<file path="config.mk">
export PLATFORM = sky130hd
export DESIGN_NAME = rom_loader
export DESIGN_NICKNAME = d
export VERILOG_FILES = /design/src/rtl/rom_loader.sv
export SDC_FILE = /design/constraint.sdc
export NUM_CORES = 1
export LEC_CHECK = 0
export ABC_AREA = 1
export BUFFER_PORTS_ARGS = -buffer_cell sky130_fd_sc_hd__buf_2
export CAP_MARGIN = 30
export CORE_MARGIN = 3
export CORE_UTILIZATION = 55
export DETAILED_ROUTE_END_ITERATION = 16
export PLACE_DENSITY = 0.79
export RECOVER_POWER = 25
export SYNTH_ARGS = -nofsm -noshare
export SYNTH_HDL_FRONTEND = slang
export SYNTH_SLANG_ARGS = --single-unit
</file>
<file path="constraint.sdc">
create_clock -name clk -period 12 [get_ports clk]
set_input_delay 2.4 -clock clk [delete_from_list [all_inputs] [get_ports clk]]
set_output_delay 2.4 -clock clk [all_outputs]
set_load 0.02 [all_outputs]
</file>
<file path="src/rtl/rom_loader.sv">
`default_nettype none
// ============================================================================
//  Module      : rom_loader
//  Description : Stream-to-RAM table loader. Packs MEM_COUNT consecutive
//                MEM_WIDTH-bit stream words into one line and writes all
//                2^MEM_DEPTH lines of a banked RAM, lane 0 first.
//  Revision    : 1.0 - initial release
// ============================================================================
module rom_loader #(
  parameter int MEM_WIDTH = 32,
  parameter int MEM_DEPTH = 10,
  parameter int MEM_COUNT = 4
) (
  input  logic                 clk,
  input  logic                 rst,
  input  logic                 start,
  input  logic                 abort,
  input  logic                 s_valid,
  input  logic [MEM_WIDTH-1:0] s_data,
  output logic                 s_ready,
  output logic                 wen,
  output logic [MEM_DEPTH-1:0] waddr,
  output logic [MEM_WIDTH-1:0] din [0:MEM_COUNT-1],
  output logic                 busy,
  output logic                 done
);

  // A single-lane configuration still needs a 1-bit lane counter.
  localparam int c_LANE_W = (MEM_COUNT > 1) ? $clog2(MEM_COUNT) : 1;
  localparam logic [c_LANE_W-1:0] c_LAST_LANE = c_LANE_W'(MEM_COUNT - 1);

  localparam logic [1:0] S_IDLE = 2'd0;
  localparam logic [1:0] S_LOAD = 2'd1;
  localparam logic [1:0] S_DONE = 2'd2;

  logic [1:0]           r_state;
  logic [1:0]           w_state_nxt;
  logic [c_LANE_W-1:0]  r_lane_cnt;
  logic [MEM_DEPTH-1:0] r_line_cnt;
  logic [MEM_WIDTH-1:0] r_buf [0:MEM_COUNT-1];

  logic w_load;
  logic w_take;
  logic w_line_done;
  logic w_final;

  // An abort in the same cycle as a handshake drops that word.
  assign w_load      = (r_state == S_LOAD);
  assign w_take      = w_load && s_valid && !abort;
  assign w_line_done = w_take && (r_lane_cnt == c_LAST_LANE);
  assign w_final     = w_line_done && (r_line_cnt == {MEM_DEPTH{1'b1}});

  // State register.
  always_ff @(posedge clk or posedge rst) begin
    if (rst) begin
      r_state <= S_IDLE;
    end else begin
      r_state <= w_state_nxt;
    end
  end

  // Next-state logic; start is only honoured in IDLE, where it beats abort.
  always_comb begin
    w_state_nxt = r_state;
    case (r_state)
      S_IDLE: begin
        if (start) begin
          w_state_nxt = S_LOAD;
        end
      end
      S_LOAD: begin
        if (abort) begin
          w_state_nxt = S_IDLE;
        end else if (w_final) begin
          w_state_nxt = S_DONE;
        end
      end
      S_DONE: begin
        w_state_nxt = S_IDLE;
      end
      default: begin
        w_state_nxt = S_IDLE;
      end
    endcase
  end

  // Status outputs decoded straight from the state.
  always_comb begin
    s_ready = 1'b0;
    busy    = 1'b0;
    done    = 1'b0;
    case (r_state)
      S_LOAD: begin
        s_ready = 1'b1;
        busy    = 1'b1;
      end
      S_DONE: begin
        done = 1'b1;
      end
      default: begin
      end
    endcase
  end

  // Lane/line counters and the lane buffer for the line being assembled.
  always_ff @(posedge clk or posedge rst) begin
    if (rst) begin
      r_lane_cnt <= '0;
      r_line_cnt <= '0;
      for (int j = 0; j < MEM_COUNT; j++) begin
        r_buf[j] <= '0;
      end
    end else if ((r_state == S_IDLE) && start) begin
      r_lane_cnt <= '0;
      r_line_cnt <= '0;
      for (int j = 0; j < MEM_COUNT; j++) begin
        r_buf[j] <= '0;
      end
    end else if (w_load && abort) begin
      // Discard the partial line; the next start re-clears anyway.
      r_lane_cnt <= '0;
      r_line_cnt <= '0;
    end else if (w_take) begin
      for (int j = 0; j < MEM_COUNT; j++) begin
        if (r_lane_cnt == c_LANE_W'(j)) begin
          r_buf[j] <= s_data;
        end
      end
      if (w_line_done) begin
        r_lane_cnt <= '0;
        r_line_cnt <= r_line_cnt + MEM_DEPTH'(1);
      end else begin
        r_lane_cnt <= r_lane_cnt + c_LANE_W'(1);
      end
    end
  end

  // RAM write port: single-cycle pulse one cycle after a line completes.
  // The completing word bypasses the buffer straight into the top lane.
  always_ff @(posedge clk or posedge rst) begin
    if (rst) begin
      wen   <= 1'b0;
      waddr <= '0;
      for (int j = 0; j < MEM_COUNT; j++) begin
        din[j] <= '0;
      end
    end else begin
      wen <= w_line_done;
      if (w_line_done) begin
        waddr <= r_line_cnt;
        for (int j = 0; j < MEM_COUNT; j++) begin
          din[j] <= (j == MEM_COUNT - 1) ? s_data : r_buf[j];
        end
      end
    end
  end

endmodule
`default_nettype wire

</file>
Yosys cells after proc, flatten, opt, wreduce, memory -nomap -nowiden
Cells that the tools add are included.
{ "op_classes": {"n_addsub": 2, "eq_ne": 9, "n_mux": 21, "reduce_logical": 20} }
{ "op_table": {"columns": ["operator", "count"], "rows": [
  ["$mux W128", 3],
  ["$mux W32", 4],
  ["$mux W10", 4],
  ["$mux W2", 7],
  ["$add A10 B1 Y10 const B", 1],
  ["$eq A10 B10 Y1 const B", 1],
  ["$reduce_and A3 Y1", 3],
  ["$reduce_bool A2 Y1", 4],
  ["$eq A2 B2 Y1 const B", 3],
  ["$logic_and A1 B1 Y1", 6],
  ["$reduce_bool A3 Y1", 2],
  ["$eq A2 B1 Y1 const B", 2],
  ["$logic_not A2 Y1", 2],
  ["$ne A2 B2 Y1 const B", 2],
  ["$pmux W2 S2", 1],
  ["$reduce_and A2 Y1", 2],
  ["$ne A3 B2 Y1 const B", 1],
  ["$add A2 B1 Y2 const B", 1],
  ["$mux W1", 2],
  ["$logic_not A1 Y1", 1]
]} }
{ "word_totals": {"regBits": 249, "input_bits": 37, "output_inout_bits": 142, "wordCells": 64} }

Logic depth before layout (Yosys ltp)
{ "depth": {"ltp_word": 8, "mapped_depth": 9, "mapped_depth_nobuf": 9} }

Least setup slack after synthesis
Ideal clock, no wire load.
{ "synth_path": {"kind": "register -> output", "start": "reg r_state[0]", "end": "out s_ready", "arrival_time_ns": 1.008, "required_ns": 9.600, "path_slack_ns": 8.592, "path_stages_with_launch": 4, "path_buffers": 1, "path_cell_list": "dfrtp_1 -> inv_2 -> nor2_1 -> buf_4"} }
{ "synth_via": {"elab_chain_len": 2} }
{ "synth_lines": {"columns": ["element", "line", "source"], "rows": [
  ["start: declaration", "36", "logic [1:0] r_state;"],
  ["start signal: assignment", "58", "r_state <= w_state_nxt;"],
  ["$eq A2 B1 Y1", null, null],
  ["$mux W1", null, null],
  ["end: declaration", "20", "output logic s_ready,"]
]} }
No other way between the ends.

==> flow_summary.yaml <==
timing:
  max_freq_ghz: 0.152
  max-slew-margin-rel_pct: -225
  setup_violations: 0
  post-route-min-period_ps: 6560
  hold_viol: 0
  fin_crit_sh_pct: 54.7
  skew_ps: 8.25
  tightest_slew_ps: 4850
  rsz0062_at_grt: "false"
  final.setup.tns_ps: 0
  drv_slew: 195
min_path:
  min_from: "r_buf[63]"
  hold_path_class: "reg2reg"
layout:
  area_delta_synth_final_pct: 18.2
  fin_cells: 1439
  layout-drive-gt1-share_pct: 18.4
  final_nets: 1242
  postLayoutCoreUtil_pct: 67.2
  num-fill-cells: 1372
critical_path:
  cp_num_buf_inv: 4
  required_ps: 12510
  crit_slowest_cell: "clkinvlp_2"
  arrival_ps: 7070
  endpoint_kind: "async pin"
  cp_max_fo: 113
  cp-start-kind: "input port"
  cpPeakStageDelay_ps: 2670
  crit_top_cell: "buf_4"
  cp_top_family: "buffers and inverters"
  path_class: "in2async"
  rr_startpoint: "r_lane_cnt[1]"
  crit_start: "rst"
  rrSetupSlack_ps: 8000
  crit_chain: "clkbuf_1 -> clkinvlp_2 -> buf_4 -> buf_4"
clock_network:
  cts-resized-gates: 0
  cts.path.max_buffers: 3
  cts_tree: "yes"
  cts_buffers: 25
  clock_latency_ps: 510
  clk_pin_slew_ps: 60
  cts_hold_buf: 0
  cts_max_level: 1
  cts-root-buf: "clkbuf_16"
  post_cts_buffers: 0
  clkSinkCount: 249
synth:
  synth.distinct_cells: 24
  ys_warn_count: 0
  syn_inst: 1039
  yosysMostFrequentCell: "nand2_1"
  synth_area_leaders: "dfrtp_1, nand2_1, o21ai_0"
  ys_ff_latch: 249
  synth_edf_count: 0
  synth_area_mm2: 0.00957
  ys.flop_type: "dfrtp_1"
  async_reset_ff_share_pct: 100
  syn_avg_cell_area_um2: 9.21
  synth_top_area_share_pct: 65.1
  syn_nets: 1081
  yosys.area.top_type: "dfrtp_1"
  synth_sequential_area_ratio_pct: 65.1
  synthTopCellsByCount: "nand2_1, dfrtp_1, o21ai_0"
placement:
  port_buffers: 178
  dp_cells: 1392
  dpl.hpwl_mm: 13.3
  gp_congestion: 0.808
power:
  total_power_mw: 1.99
  comb_power_share_pct: 11.9
  p_clk_share_pct: 37.5
  powerDensity_mw_per_mm2: 176
  p_seq_share_pct: 50.6
  p_int_mw: 1.45
  swShare_pct: 26.9
  switching_power_mw: 0.534
  peakVddDrop_mv: 0.114
  leakage_nw: 6.43
grt:
  overflow: 0
  grt_pass1_wl_mm: 35.6
  grt.total_usage_pct: 23.1
  antenna_found_initial: 0
  grt_max_degree: 114
  grt_pass1_vias: 7010
drt:
  drc_errors: 0
  wl_mm: 21.8
  drt_pre_antenna_iters: 5
  viasPerCell: 5.10
  drt_iter0_drc: 562
  wire_per_inst_um: 15.1
  ant_nets: 0
  num_vias: 7339
floorplanning:
  coreArea_mm2: 0.0168
  ios: 179
  start_util_pct: 56.9
  die_x_um: 138
  die_h_um: 138
  dieArea_mm2: 0.0190
  rows: 47
run_status:
  failed_checks: "max-capacitance violations, max-slew violations"
  status: "finished, violations left"
flow_run:
  drv_cap: 3
logic make-up (layout without fill, tap and decap cells):
| family | count (synthesis) | count (layout) | share of synthesized area (%) |
|---|---|---|---|
| AO/OA/AOI/OAI | 115 | 115 | 6.39 |
| flip-flops | 249 | 249 | 65.1 |
| other | 0 | 1 | 0 |
| XOR/XNOR | 2 | 2 | 0.183 |
| buffers and inverters | 78 | 257 | 3.96 |
| adder cells (fa/ha/maj) | 5 | 5 | 0.654 |
| AND/OR/NAND/NOR | 590 | 590 | 23.7 |
registers in the layout, indices dropped and copies added (netlist names):
register,count
din,128
r_buf,96
r_lane_cnt,2
r_line_cnt,10
r_state,2
waddr,10
wen,1
final timing paths:
path | endpoint | depth (start not counted)
max in group clk | din[68] | 8
worst max-delay path | r_buf[42] | 4
worst min register to register | din[63] | 2
worst min-delay path | din[63] | 2
min in group asynchronous | waddr[5] | 2
worst max register to register | din[68] | 8
final cells by class:
class                   count  area (um2)  area share, %
diodes                      1        2.50         0.0221
clock buffers              39         758           6.71
clock inverters             6        33.8          0.299
inverters                  24        91.3          0.808
multi-input cells         712        2950           26.1
flip-flops and latches    249        6230           55.1
well taps                 220         275           2.43
repair buffers            188         966           8.54
layout by cell type, fill, tap and decap left out:
cell | netlist | layout
buf_4 | 11 | 7
clkinv_2 | 0 | 5
clkinvlp_2 | 0 | 1
nand4_1 | 3 | 3
nor2_4 | 1 | 1
ha_1 | 5 | 5
clkbuf_1 | 6 | 18
clkbuf_8 | 0 | 8
o21ai_0 | 100 | 101
clkbuf_16 | 0 | 25
nand3_1 | 8 | 9
xor2_1 | 2 | 2
o21ai_1 | 9 | 8
nand2_1 | 558 | 558
dfrtp_1 | 249 | 249
o21a_1 | 1 | 1
buf_16 | 0 | 1
inv_1 | 21 | 20
nor2_1 | 13 | 13
a21oi_4 | 3 | 3
buf_2 | 35 | 168
inv_2 | 3 | 3
inv_6 | 0 | 1
nand3_2 | 2 | 1
diode_2 | 0 | 1
a21oi_1 | 2 | 2
nand3b_1 | 1 | 1
nor3_1 | 3 | 4
through the flow:
stage,hold WS [ps],setup WS (ps),cell area [um2]
floorplan,442,2760,9570
global placement,448,7130,10500
detailed placement,451,7090,10500
CTS,465,7640,11300
global route,481,4470,11300
finish,465,5440,11300
tightest hold or removal path, cell delays in order, from the launching register on:
cell and delay (ps):
dfrtp_1 340, nand2_1 50, nand2_1 50
metal layers:
| metal | track usage (%) | vias to the layer above | share of wire, % |
|---|---|---|---|
| met2 | 37.7 | 209 | 49 |
| met3 | 3.48 | 27 | 5.9 |
| li1 | - | 3559 | - |
| met1 | 33.6 | 3544 | 44 |
| met4 | 4.67 | 0 | 1.3 |
| met5 | 0 | - | 0 |
power groups by stage:
stage | combinational [mW] | sequential [mW] | clock [mW]
finish | 0.236 | 1.00 | 0.745
CTS | 0.242 | 1.00 | 0.761
global placement | 0.231 | 1.01 | 0
detailed placement | 0.240 | 1.02 | 0
global route | 0.270 | 1.02 | 0.798
floorplan | 0.128 | 1.04 | 0
No activity file was read; power rests on OpenSTA's default activity.
